[config.mk]
export PLATFORM = sky130hd
export DESIGN_NAME = bit_index_serializer
export DESIGN_NICKNAME = d
export VERILOG_FILES = /design/src/rtl/bit_index_serializer.sv
export SDC_FILE = /design/constraint.sdc
export NUM_CORES = 1
export LEC_CHECK = 0
export CAP_MARGIN = 15
export CORE_MARGIN = 2
export CORE_UTILIZATION = 55
export DETAILED_ROUTE_END_ITERATION = 12
export GPL_TIMING_DRIVEN = 0
export HOLD_SLACK_MARGIN = 0.02
export PLACE_DENSITY = 0.82
export REMOVE_ABC_BUFFERS = 1
export SYNTH_ARGS = -nofsm -noshare
export SYNTH_HDL_FRONTEND = slang
export SYNTH_SLANG_ARGS = --single-unit
[constraint.sdc]
create_clock -name clk -period 3.75 [get_ports clk]
set_input_delay 0.75 -clock clk [delete_from_list [all_inputs] [get_ports clk]]
set_output_delay 0.75 -clock clk [all_outputs]
set_load 0.01 [all_outputs]
[src/rtl/bit_index_serializer.sv]
// Accepts a multi-hot vector via valid/ready and streams out the index of every
// set bit, one registered beat per index, lowest-first or highest-first.
module bit_index_serializer #(
  parameter int unsigned WIDTH     = 32,
  parameter bit          MSB_FIRST = 1'b0,
  localparam int unsigned IDX_W    = $clog2(WIDTH)
) (
  input  logic             clk,
  input  logic             rst_n,
  input  logic [WIDTH-1:0] in,
  input  logic             in_valid,
  output logic             in_ready,
  output logic [IDX_W-1:0] out,
  output logic             out_valid,
  input  logic             out_ready,
  output logic             out_last,
  output logic             out_zero
);

  typedef enum logic {S_IDLE, S_EMIT} state_t;

  state_t           r_state, w_state_nxt;
  logic [WIDTH-1:0] r_pending, w_pending_nxt;
  logic [IDX_W-1:0] r_out, w_out_nxt;
  logic             r_last, w_last_nxt;
  logic             r_zero, w_zero_nxt;

  logic [WIDTH-1:0] w_rem;
  logic [WIDTH-1:0] w_src;
  logic [IDX_W-1:0] w_idx;
  logic             w_one;
  logic             w_src_zero;

  function automatic logic [IDX_W-1:0] f_scan(input logic [WIDTH-1:0] v);
    logic [IDX_W-1:0] idx;
    idx = '0;
    if (MSB_FIRST) begin
      for (int unsigned i = 0; i < WIDTH; i++)
        if (v[i]) idx = IDX_W'(i);
    end else begin
      for (int unsigned i = WIDTH; i > 0; i--)
        if (v[i-1]) idx = IDX_W'(i - 1);
    end
    return idx;
  endfunction

  // One scanner serves both the capture beat (scan the input) and every
  // subsequent beat (scan pending with the just-accepted bit removed).
  always_comb begin
    w_rem      = r_pending & ~(WIDTH'(1) << r_out);
    w_src      = (r_state == S_IDLE) ? in : w_rem;
    w_idx      = f_scan(w_src);
    w_src_zero = (w_src == '0);
    w_one      = !w_src_zero && ((w_src & (w_src - WIDTH'(1))) == '0);
  end

  always_comb begin
    w_state_nxt   = r_state;
    w_pending_nxt = r_pending;
    w_out_nxt     = r_out;
    w_last_nxt    = r_last;
    w_zero_nxt    = r_zero;
    case (r_state)
      S_IDLE: begin
        if (in_valid) begin
          w_state_nxt   = S_EMIT;
          w_pending_nxt = in;
          w_out_nxt     = w_idx;
          w_last_nxt    = w_one | w_src_zero;
          w_zero_nxt    = w_src_zero;
        end
      end
      S_EMIT: begin
        if (out_ready) begin
          if (r_last) begin
            w_state_nxt   = S_IDLE;
            w_pending_nxt = '0;
          end else begin
            w_pending_nxt = w_rem;
            w_out_nxt     = w_idx;
            w_last_nxt    = w_one;
            w_zero_nxt    = 1'b0;
          end
        end
      end
      default: w_state_nxt = S_IDLE;
    endcase
  end

  always_ff @(posedge clk) begin
    if (!rst_n) begin
      r_state   <= S_IDLE;
      r_pending <= '0;
      r_out     <= '0;
      r_last    <= 1'b0;
      r_zero    <= 1'b0;
    end else begin
      r_state   <= w_state_nxt;
      r_pending <= w_pending_nxt;
      r_out     <= w_out_nxt;
      r_last    <= w_last_nxt;
      r_zero    <= w_zero_nxt;
    end
  end

  assign in_ready  = (r_state == S_IDLE);
  assign out_valid = (r_state == S_EMIT);
  assign out       = r_out;
  assign out_last  = out_valid & r_last;
  assign out_zero  = out_valid & r_zero;

endmodule

==> results_tabular.tex, run 1 <==
\begin{tabular}{lr}
\hline
Metric & Value \\
\hline
\multicolumn{2}{l}{\textbf{CTS}} \\
\quad CTS max path bufs & 2 \\
\quad Count of H-tree levels built during CTS & 2 \\
\quad CTS Buf Count & 5 \\
\quad Clock tree from TritonCTS & built \\
\quad Total number of clock tree sinks & 40 \\
\quad Library cell used as clock root buffer & sky130\_fd\_sc\_hd\_\_clkbuf\_8 \\
\quad Worst-Skew Late Latency & 0.30 ns \\
\quad Clock-pin slew on the worst setup and hold paths & 0.09 ns \\
\multicolumn{2}{l}{\textbf{Worst setup path}} \\
\quad Endpoint of the lowest-slack register-to-register path & r\_last \\
\quad Endpoint arrival time on the critical path & 3.75 ns \\
\quad Depth of the worst register-to-register path & 9 \\
\quad Worst setup path startpoint & out\_valid \\
\quad Worst-path fanout max & 45 \\
\quad Sort of element at the start of the critical path & flop \\
\quad Kind of critical path & flop to flop \\
\quad Critical path required time & 3.96 ns \\
\quad Type of element capturing the critical path & flop \\
\quad Reg2Reg Setup Slack & 0.21 ns \\
\quad CP Capture Point & r\_last \\
\quad Critical R2R Launch & out\_valid \\
\multicolumn{2}{l}{\textbf{Timing}} \\
\quad Endpoints failing hold & 0 \\
\quad Period Utilization, post-route & 94.49\% \\
\quad Max Transition Viols Final & 0 \\
\quad Actual slew at the worst max-slew pin & 1.085 ns \\
\quad Setup repair after global routing missed its margin & false \\
\quad Final Skew & 0.007963 ns \\
\quad Relative slew margins & 27.63\% \\
\quad Setup violation total in the final timing report & 0 \\
\quad Highest clock rate & 282.2 MHz \\
\quad Minimum period implied by the final worst setup slack & 3.543 ns \\
\multicolumn{2}{l}{\textbf{Cells and area}} \\
\quad Final standard cell count with taps included and fillers excluded & 546 \\
\quad Area grow syn2layout & 16.11\% \\
\quad Top library cells by usage in the layout, fill and taps aside & sky130\_fd\_sc\_hd\_\_clkdlybuf4s50\_1, sky130\_fd\_sc\_hd\_\_dfxtp\_1, sky130\_fd\_sc\_hd\_\_o21ai\_0 \\
\quad Layout cell share with drive strength beyond 1 & 9.342\% \\
\quad Final antenna diode count & 0 \\
\quad Commonest non-fill, non-tap cell in the layout & sky130\_fd\_sc\_hd\_\_clkdlybuf4s50\_1 \\
\quad Nets & 506 \\
\multicolumn{2}{l}{\textbf{Global route}} \\
\quad All-layer global routing usage & 32.27\% \\
\quad Gr ovfl total & 0 \\
\quad Antenna violations before repair & 0 \\
\quad Largest net degree at the start of global routing & 46 \\
\quad Global-route wire length before repair & 18,030 um \\
\quad Vias in the first global route & 3,526 \\
\multicolumn{2}{l}{\textbf{Power and ir drop}} \\
\quad Net Sw Power & 0.0004582 W \\
\quad Share of total power in the clock network & 25.6\% \\
\quad Post-route total power & 0.001248 W \\
\quad Part of the power in registers & 39.4\% \\
\quad Sw Ratio & 36.71\% \\
\quad Power per cell area & 313.8 nW/um\^{}2 \\
\quad VDD IR-drop max & 0.1648 mV \\
\quad Internal portion of total power & 0.0007899 W \\
\quad Gate power share & 35.0\% \\
\quad Static leakage power & 1.415 nW \\
\multicolumn{2}{l}{\textbf{Run}} \\
\quad Max capacitance violation total & 0 \\
\multicolumn{2}{l}{\textbf{Die}} \\
\quad Initial cell density of the core & 57.52\% \\
\quad Number of standard-cell rows in the floorplan & 28 \\
\quad Die height & 82.92 um \\
\quad Total die area & 6876 um\^{}2 \\
\quad I/O Pins & 45 \\
\quad Placeable core area & 5956 um\^{}2 \\
\quad Width of the chip & 82.92 um \\
\multicolumn{2}{l}{\textbf{Placement}} \\
\quad HPWL Detailed & 7837 um \\
\quad Weighted congestion at the end of routability-driven global placement & 0.9333 \\
\quad Placed instance count & 535 \\
\quad I/O Buffers & 44 \\
\multicolumn{2}{l}{\textbf{Synthesis}} \\
\quad Gate count after technology mapping & 448 \\
\quad Count of flip-flops with a built-in enable after synthesis & 0 \\
\quad Post-Synthesis Mean Instance Area & 7.647 um\^{}2 \\
\quad Seq cells post-synth & 40 \\
\quad Number of different library cells in the post-synthesis netlist & 69 \\
\quad Async set-or-reset flop fraction in the synthesized netlist & 0\% \\
\quad Part of the Yosys area used for sequential elements & 23.37\% \\
\quad Netlist area before placement & 3426 um\^{}2 \\
\quad Top\_reg\_cell synth & sky130\_fd\_sc\_hd\_\_dfxtp\_1 \\
\quad Warning count from the yosys run & 0 \\
\multicolumn{2}{l}{\textbf{Detailed routing}} \\
\quad Pre-antenna DRT Iters & 5 \\
\quad Wire per inst & 20.65 um \\
\quad Final wirelength & 11,280 um \\
\quad Routed via count divided by cell count & 6.852 \\
\quad Post-route ant nets & 0 \\
\quad Iteration-0 DRC Markers & 348 \\
\quad Total number of vias & 3,741 \\
\quad \# DRC & 0 \\
\multicolumn{2}{l}{\textbf{Hold path}} \\
\quad Class of the most critical hold timing path & flop to flop \\
\multicolumn{2}{l}{\textbf{Outcome}} \\
\quad Status & finished, final reports clean \\
\hline
\end{tabular}
## worst min-delay path by stage
stage | start | end | slack, ns | cells past startpoint
final | r_pending[16] | r_pending[16] | 0.50 | 2
after global routing | r_pending[16] | r_pending[16] | 0.52 | 2
after CTS | r_pending[1] | r_pending[1] | 0.50 | 2
after detailed placement | r_pending[1] | r_pending[1] | 0.49 | 2
after global placement | r_pending[16] | r_pending[16] | 0.47 | 2
after floorplan | r_pending[1] | r_pending[1] | 0.46 | 2
## cell type report
class / instances / area (um^2)
flip-flops and latches: 40 / 802.0
inverters: 17 / 63.81
multi-input cells: 357 / 2414
clock inverters: 1 / 7.507
repair buffers: 49 / 510.5
fillers: 543 / 1978
clock buffers: 7 / 86.33
well taps: 75 / 93.84
## cell families (layout without fill, tap and decap cells)
| logic type | after synthesis | after routing | synth area share (%) |
|---|---|---|---|
| flip-flops | 40 | 40 | 23.37 |
| AND/OR/NAND/NOR | 154 | 154 | 25.16 |
| multiplexers | 18 | 18 | 5.588 |
| AO/OA/AOI/OAI | 185 | 185 | 39.34 |
| buffers and inverters | 51 | 74 | 6.538 |
## cells in the mapped netlist, drive strengths merged, types with 3 or more instances
cell | instances | area [um^2]
inv | 17 | 63.81
o22ai | 3 | 18.77
nand4 | 5 | 43.79
a211oi | 5 | 37.54
o41ai | 3 | 33.79
o21a | 13 | 97.59
o211a | 6 | 60.06
a22oi | 8 | 60.06
a222oi | 8 | 80.08
o21ai | 48 | 255.3
nor2 | 28 | 105.1
nor2b | 25 | 156.4
mux2 | 9 | 101.4
o221ai | 8 | 70.07
o211ai | 10 | 75.07
clkbuf | 21 | 78.83
and2 | 6 | 37.54
nand3b | 4 | 30.03
a32oi | 4 | 35.03
nor4 | 7 | 80.07
a21o | 4 | 30.03
a21oi | 20 | 100.1
nand2b | 11 | 68.82
or3 | 6 | 37.54
buf | 13 | 81.33
o21bai | 3 | 22.52
nor3 | 16 | 85.08
a21boi | 8 | 60.05
mux2i | 9 | 90.09
or2 | 5 | 31.28
a31oi | 12 | 96.34
dfxtp | 40 | 800.8
o31a | 4 | 35.03
or3b | 3 | 28.78
nand2 | 29 | 108.9
nand3 | 7 | 35.03
## flip-flops by register name (all words and copies together), names as in the netlist
name,count
r_pending,32
r_last,1
r_zero,1
out_valid,1
out,5
## power by group through the flow
stage	clock network, W	registers (W)	logic, W
after CTS	0.000318	0.000489	0.000425
after detailed placement	0	0.000499	0.000421
final	0.000320	0.000491	0.000437
after global routing	0.000332	0.000495	0.000472
after floorplan	0	0.000498	0.000268
after global placement	0	0.000506	0.000398
## repair_timing
action | CTS | global route
buffers inserted | 0 | 3
pin swaps | 0 | 0
gates resized for setup | 2 | 0
hold buffers | 0 | 0
endpoints found under the setup margin | 2 | 1
## metrics by stage
stage | utilization [%] | setup slack, ns | area (um^2) | TNS (ns) | hold slack, ns
floorplan | - | -0.2141 | 3266 | -0.3119 | 0.4552
global placement | 63.80 | -1.885 | 3800 | -45.43 | 0.4691
detailed placement | 64.73 | -0.6253 | 3855 | -1.009 | 0.4862
CTS | 66.41 | 0.2167 | 3955 | 0 | 0.4977
global route | 66.79 | 0.03447 | 3978 | 0 | 0.5209
finish | 66.79 | 0.2066 | 3978 | 0 | 0.4974
## routing by layer
metal / track usage, % / part of all wire [%]
met1: 42.52 / 43
met2: 52.05 / 46
met3: 7.157 / 8.2
met4: 11.18 / 2.7
met5: 0 / 0
## critical path: stages, from the launching register on
cell                        delay (ns)
sky130_fd_sc_hd__dfxtp_2          0.73
sky130_fd_sc_hd__buf_12           0.32
sky130_fd_sc_hd__mux2_2           0.40
sky130_fd_sc_hd__o31ai_1          0.25
sky130_fd_sc_hd__a2bb2oi_1        0.21
sky130_fd_sc_hd__nor4_4           0.53
sky130_fd_sc_hd__nand4_2          0.17
sky130_fd_sc_hd__a221oi_2         0.35
sky130_fd_sc_hd__nand4_1          0.14
sky130_fd_sc_hd__o41ai_2          0.33
Power figures use the tool's default switching activity.
==> run 2: changes to the inputs <==
- CORE_ASPECT_RATIO: unset -> 0.8
- GPL_ROUTABILITY_DRIVEN: unset -> 0
==> results_tabular.tex, run 2 (synthesis gave the netlist of run 1 again) <==
\begin{tabular}{lr}
\hline
Metric & Value \\
\hline
\multicolumn{2}{l}{\textbf{CTS}} \\
\quad Total setup buffers inserted after CTS & 0 \\
\quad Clock tree from TritonCTS & built \\
\quad Clock-pin slew on the worst setup and hold paths & 0.09 ns \\
\quad Resized Gates After CTS & 1 \\
\quad CTS max path bufs & 2 \\
\quad Total number of clock tree sinks & 40 \\
\quad Count of H-tree levels built during CTS & 2 \\
\quad Post-CTS Hold Fix Bufs & 0 \\
\quad Worst-Skew Late Latency & 0.30 ns \\
\quad CTS Buf Count & 5 \\
\quad Library cell used as clock root buffer & sky130\_fd\_sc\_hd\_\_clkbuf\_8 \\
\multicolumn{2}{l}{\textbf{Power and ir drop}} \\
\quad VDD IR-drop max & 0.1512 mV \\
\quad Static leakage power & 1.397 nW \\
\quad Power per cell area & 305.1 nW/um\^{}2 \\
\multicolumn{2}{l}{\textbf{Worst setup path}} \\
\quad Type of element capturing the critical path & flop \\
\quad Critical path required time & 3.95 ns \\
\quad Critical R2R Launch & out\_valid \\
\quad Sort of element at the start of the critical path & primary input \\
\quad Worst setup path startpoint & in\_valid \\
\quad Kind of critical path & primary input to flop \\
\quad Worst-path fanout max & 27 \\
\quad Endpoint arrival time on the critical path & 3.67 ns \\
\multicolumn{2}{l}{\textbf{Cells and area}} \\
\quad Final standard cell count with taps included and fillers excluded & 548 \\
\quad Largest register FFs & 32 \\
\quad Nets & 503 \\
\quad Final core area utilization & 66.05\% \\
\quad Register containing the most flip-flops in the final layout & r\_pending \\
\quad Commonest non-fill, non-tap cell in the layout & sky130\_fd\_sc\_hd\_\_clkdlybuf4s50\_1 \\
\quad Final antenna diode count & 0 \\
\quad Top library cells by usage in the layout, fill and taps aside & sky130\_fd\_sc\_hd\_\_clkdlybuf4s50\_1, sky130\_fd\_sc\_hd\_\_dfxtp\_1, sky130\_fd\_sc\_hd\_\_o21ai\_0 \\
\quad Fill count & 527 \\
\quad Layout cell share with drive strength beyond 1 & 8.565\% \\
\quad Post-route cell area & 3946 um\^{}2 \\
\quad Area grow syn2layout & 15.19\% \\
\multicolumn{2}{l}{\textbf{Timing}} \\
\quad Relative slew margins & 34.85\% \\
\quad Period Utilization, post-route & 92.59\% \\
\quad Setup tns final & 0 ns \\
\quad Minimum period implied by the final worst setup slack & 3.472 ns \\
\quad Final Skew & 0.009386 ns \\
\quad Max Transition Viols Final & 0 \\
\quad Setup repair after global routing missed its margin & false \\
\quad Actual slew at the worst max-slew pin & 0.9736 ns \\
\quad Highest clock rate & 288.0 MHz \\
\quad Endpoints failing hold & 0 \\
\quad Setup violation total in the final timing report & 0 \\
\multicolumn{2}{l}{\textbf{Global route}} \\
\quad Global-route wire length before repair & 16,470 um \\
\quad Gr ovfl total & 0 \\
\quad Vias in the first global route & 3,347 \\
\quad Largest net degree at the start of global routing & 43 \\
\quad Antenna violations before repair & 0 \\
\quad All-layer global routing usage & 30.29\% \\
\multicolumn{2}{l}{\textbf{Run}} \\
\quad Max capacitance violation total & 0 \\
\multicolumn{2}{l}{\textbf{Placement}} \\
\quad Placed instance count & 541 \\
\quad HPWL Detailed & 7434 um \\
\quad I/O Buffers & 44 \\
\quad Placed instance area & 3862 um\^{}2 \\
\multicolumn{2}{l}{\textbf{Hold path}} \\
\quad Class of the most critical hold timing path & flop to flop \\
\quad Min-Delay Startpoint & r\_pending[16] \\
\multicolumn{2}{l}{\textbf{Detailed routing}} \\
\quad Wire per inst & 19.10 um \\
\quad Routed via count divided by cell count & 6.894 \\
\quad \# DRC & 0 \\
\quad Iteration-0 DRC Markers & 577 \\
\quad Total number of vias & 3,778 \\
\quad Final wirelength & 10,470 um \\
\quad Post-route ant nets & 0 \\
\quad Pre-antenna DRT Iters & 6 \\
\multicolumn{2}{l}{\textbf{Die}} \\
\quad Placeable core area & 5974 um\^{}2 \\
\quad Die height & 74.59 um \\
\quad Number of standard-cell rows in the floorplan & 25 \\
\quad I/O Pins & 45 \\
\quad Total die area & 6880 um\^{}2 \\
\quad Width of the chip & 92.24 um \\
\quad Initial cell density of the core & 57.34\% \\
\multicolumn{2}{l}{\textbf{Outcome}} \\
\quad Status & finished, final reports clean \\
\hline
\end{tabular}
[run 2: cell count changes in the layout (fill, tap and decap cells not counted), sizes merged]
cell and change:
clkinvlp -1, clkinv +1, buf -3, clkbuf -1
[run 2: area by class of cell]
type,count,area [um^2],area share (%)
Clock inverter,1,5.005,0.1268
Timing Repair Buffer,46,488.0,12.37
Sequential cell,40,802.0,20.32
Clock buffer,6,72.57,1.839
Inverter,17,63.81,1.617
Tap cell,81,101.3,2.568
Multi-Input combinational cell,357,2414,61.16
[run 2: worst paths after layout]
check	end	slack [ns]	depth (start not counted)
setup reg to reg	r_last	0.30	9
hold / removal	r_pending[16]	0.50	2
setup / recovery	r_last	0.28	9
hold reg to reg	r_pending[16]	0.50	2
[run 2: where the power goes]
part | leakage (nW) | switching (W) | internal, W
clock network | 0.0410 | 0.000157 | 0.000127
logic | 1.03 | 0.000245 | 0.000182
registers | 0.329 | 0.0000374 | 0.000455
[run 2: critical path: stages]
cell and delay [ns]:
sky130_fd_sc_hd__clkdlybuf4s50_1 0.63, sky130_fd_sc_hd__nor2b_4 0.54, sky130_fd_sc_hd__a21o_2 0.49, sky130_fd_sc_hd__o21ai_0 0.15
sky130_fd_sc_hd__a221oi_1 0.22, sky130_fd_sc_hd__nand4_1 0.14, sky130_fd_sc_hd__a211oi_1 0.24, sky130_fd_sc_hd__nand4_1 0.14
sky130_fd_sc_hd__o41ai_2 0.37
[run 2: metal layers]
metal / part of all wire (%) / track usage, % / up-vias / wire (um)
li1: - / - / 1748 / -
met1: 44 / 41.41 / 1748 / 4608
met2: 43 / 47.47 / 245 / 4540
met3: 10 / 5.876 / 37 / 1083
met4: 2.2 / 12.77 / 0 / 233
met5: 0 / 0 / - / 0
[run 2: stage by stage]
| step | hold slack, ns | power, W | worst slack [ns] |
|---|---|---|---|
| 3_3_place_gp | 0.4715 | 0.0008969 | -1.604 |
| 2_1_floorplan | 0.4552 | 0.0007658 | -0.2141 |
| 6_report | 0.5003 | 0.001204 | 0.2779 |
| 4_1_cts | 0.4986 | 0.001191 | 0.09583 |
| 3_5_place_dp | 0.4853 | 0.0009131 | -0.4649 |
| 5_1_grt | 0.5329 | 0.001253 | 0.07245 |
==> run 3: changes to the inputs <==
- GPL_TIMING_DRIVEN: 0 -> unset
- RECOVER_POWER: unset -> 100
==> results_tabular.tex, run 3 (synthesis gave the netlist of run 1 again) <==
\begin{tabular}{lr}
\hline
Metric & Value \\
\hline
\multicolumn{2}{l}{\textbf{Worst setup path}} \\
\quad Cell repeated most along the worst path & sky130\_fd\_sc\_hd\_\_nand2\_1 \\
\quad Endpoint arrival time on the critical path & 3.58 ns \\
\quad Cell type of the slowest stage on the worst timing path & sky130\_fd\_sc\_hd\_\_clkbuf\_1 \\
\quad Kind of critical path & primary input to flop \\
\quad Type of element capturing the critical path & flop \\
\quad Sort of element at the start of the critical path & primary input \\
\quad Depth of the worst register-to-register path & 8 \\
\quad Critical R2R Launch & out\_valid \\
\quad Endpoint of the lowest-slack register-to-register path & r\_last \\
\quad Worst-path fanout max & 41 \\
\quad Cells along the critical path & dlygate4sd3\_1 -> clkbuf\_1 -> nand2\_1 -> nor3\_1 -> nand2b\_1 -> a211o\_1 -> nand2\_1 \\
\quad Critical path required time & 4.00 ns \\
\quad Maximum cell stage delay along the critical path & 1.18 ns \\
\quad Reg2Reg Setup Slack & 0.44 ns \\
\multicolumn{2}{l}{\textbf{Cells and area}} \\
\quad Nets & 510 \\
\quad Largest register FFs & 32 \\
\quad Fill count & 528 \\
\quad Area of the multi-input gates & 2401 um\^{}2 \\
\quad Register containing the most flip-flops in the final layout & r\_pending \\
\quad Commonest non-fill, non-tap cell in the layout & sky130\_fd\_sc\_hd\_\_dfxtp\_1 \\
\quad Final antenna diode count & 0 \\
\quad Layout cell share with drive strength beyond 1 & 9.053\% \\
\quad Area grow syn2layout & 16.54\% \\
\quad Final core area utilization & 66.83\% \\
\quad Combined flip-flop and latch cell area & 802.0 um\^{}2 \\
\quad Top library cells by usage in the layout, fill and taps aside & sky130\_fd\_sc\_hd\_\_dfxtp\_1, sky130\_fd\_sc\_hd\_\_o21ai\_0, sky130\_fd\_sc\_hd\_\_clkdlybuf4s50\_1 \\
\multicolumn{2}{l}{\textbf{Global route}} \\
\quad Global-route wire length before repair & 16,570 um \\
\quad All-layer global routing usage & 30.64\% \\
\quad Largest net degree at the start of global routing & 42 \\
\quad Vias in the first global route & 3,150 \\
\quad Gr ovfl total & 0 \\
\quad Antenna violations before repair & 0 \\
\multicolumn{2}{l}{\textbf{Timing}} \\
\quad Max Transition Viols Final & 42 \\
\quad Period Utilization, post-route & 88.83\% \\
\quad Highest clock rate & 300.2 MHz \\
\quad Setup violation total in the final timing report & 0 \\
\quad Actual slew at the worst max-slew pin & 1.608 ns \\
\quad Minimum period implied by the final worst setup slack & 3.331 ns \\
\quad Setup repair after global routing missed its margin & false \\
\quad Relative slew margins & -7.167\% \\
\quad Final Skew & 0.006812 ns \\
\quad Endpoints failing hold & 0 \\
\quad Worst-case setup margin in the final layout & 0.4187 ns \\
\multicolumn{2}{l}{\textbf{Outcome}} \\
\quad Status & complete, but fails checks \\
\quad Violated checks & max-capacitance violations, max-slew violations \\
\multicolumn{2}{l}{\textbf{Hold path}} \\
\quad Destination of the worst hold path & r\_pending[1] \\
\quad Number of instances on the worst hold path & 2 \\
\quad Class of the most critical hold timing path & flop to flop \\
\quad Min-Delay Startpoint & r\_pending[1] \\
\multicolumn{2}{l}{\textbf{Die}} \\
\quad Total die area & 6880 um\^{}2 \\
\quad Initial cell density of the core & 57.34\% \\
\quad Die height & 74.59 um \\
\quad Width of the chip & 92.24 um \\
\quad I/O Pins & 45 \\
\quad Number of standard-cell rows in the floorplan & 25 \\
\quad Placeable core area & 5974 um\^{}2 \\
\multicolumn{2}{l}{\textbf{CTS}} \\
\quad Count of H-tree levels built during CTS & 2 \\
\quad Clock tree from TritonCTS & built \\
\quad Worst-Skew Late Latency & 0.31 ns \\
\quad Resized Gates After CTS & 0 \\
\quad CTS Buf Count & 5 \\
\quad Post-CTS Hold Fix Bufs & 0 \\
\quad Total number of clock tree sinks & 40 \\
\quad CTS max path bufs & 2 \\
\quad Clock-pin slew on the worst setup and hold paths & 0.09 ns \\
\quad Library cell used as clock root buffer & sky130\_fd\_sc\_hd\_\_clkbuf\_8 \\
\quad Total setup buffers inserted after CTS & 0 \\
\multicolumn{2}{l}{\textbf{Detailed routing}} \\
\quad Wire per inst & 18.94 um \\
\quad Total number of vias & 3,770 \\
\quad Final wirelength & 10,530 um \\
\quad Iteration-0 DRC Markers & 475 \\
\quad Routed via count divided by cell count & 6.781 \\
\quad Pre-antenna DRT Iters & 6 \\
\quad Post-route ant nets & 0 \\
\quad \# DRC & 0 \\
\multicolumn{2}{l}{\textbf{Power and ir drop}} \\
\quad Net Sw Power & 0.0004589 W \\
\quad Static leakage power & 1.436 nW \\
\quad Sw Ratio & 35.51\% \\
\quad Share of total power in the clock network & 28.8\% \\
\quad VDD IR-drop max & 0.1855 mV \\
\quad Power per cell area & 323.7 nW/um\^{}2 \\
\quad Part of the power in registers & 37.8\% \\
\quad Internal portion of total power & 0.0008336 W \\
\quad Gate power share & 33.4\% \\
\multicolumn{2}{l}{\textbf{Placement}} \\
\quad HPWL Detailed & 7574 um \\
\quad I/O Buffers & 44 \\
\quad Worst-case setup slack after placement & 0.3253 ns \\
\multicolumn{2}{l}{\textbf{Run}} \\
\quad Max capacitance violation total & 1 \\
\hline
\end{tabular}
## run 3: cell types whose count changed in the layout (fill, tap and decap cells not counted), sizes merged
cell and change:
clkinvlp +1, bufinv +1, dlygate4sd3 +6, buf +5, clkbuf +1, clkdlybuf4s50 -6
## run 3: how the worst max path moves through the flow
| stage | startpoint | endpoint | slack (ns) | cells after the start |
|---|---|---|---|---|
| after floorplan | out_valid | r_last | -0.21 | 8 |
| after global placement | in[9] | r_last | 0.43 | 9 |
| after detailed placement | in[9] | r_last | 0.33 | 9 |
| after CTS | out[1] | r_last | 0.57 | 8 |
| after global routing | out_valid | r_last | 0.19 | 8 |
| final | rst_n | out[1] | 0.42 | 7 |
## run 3: area by class of cell
cell class / instances / share of cell area, %
clock inverter: 3 / 1.065
multi-input combinational: 357 / 60.14
clock buffer: 5 / 1.724
inverter: 17 / 1.598
timing repair buffer: 53 / 12.85
tap: 81 / 2.538
sequential: 40 / 20.09
## run 3: metal layers
| layer | vias to the layer above | global-route usage [%] | share of wire (%) |
|---|---|---|---|
| li1 | 1768 | - | - |
| met1 | 1723 | 44.31 | 45 |
| met2 | 250 | 46.41 | 41 |
| met3 | 29 | 5.268 | 11 |
| met4 | 0 | 10.78 | 2.9 |
| met5 | - | 0 | 0 |
## run 3: critical path, delay by kind of cell
kind	cells	cell delay, ns
compound gates	1	0.23
buf+inv	2	1.78
simple gates	4	0.81
## run 3: power by group through the flow
stage	clock network (W)	logic (W)	registers, W
after floorplan	0	0.000268	0.000498
after global placement	0	0.000410	0.000495
after detailed placement	0	0.000419	0.000497
after CTS	0.000377	0.000421	0.000487
after global routing	0.000390	0.000463	0.000493
final	0.000372	0.000432	0.000489
## run 3: stage by stage
step                setup TNS (ns)  hold WS, ns   power, W  area [um^2]  instances
floorplan                  -0.3119       0.4552  0.0007658         3266        414
global placement                 0       0.4661  0.0009048         3889        548
detailed placement               0       0.4766  0.0009160         3889        548
CTS                              0       0.4891   0.001286         4000        556
global route                     0       0.5297   0.001346         3993        556
finish                           0       0.4994   0.001292         3993        556
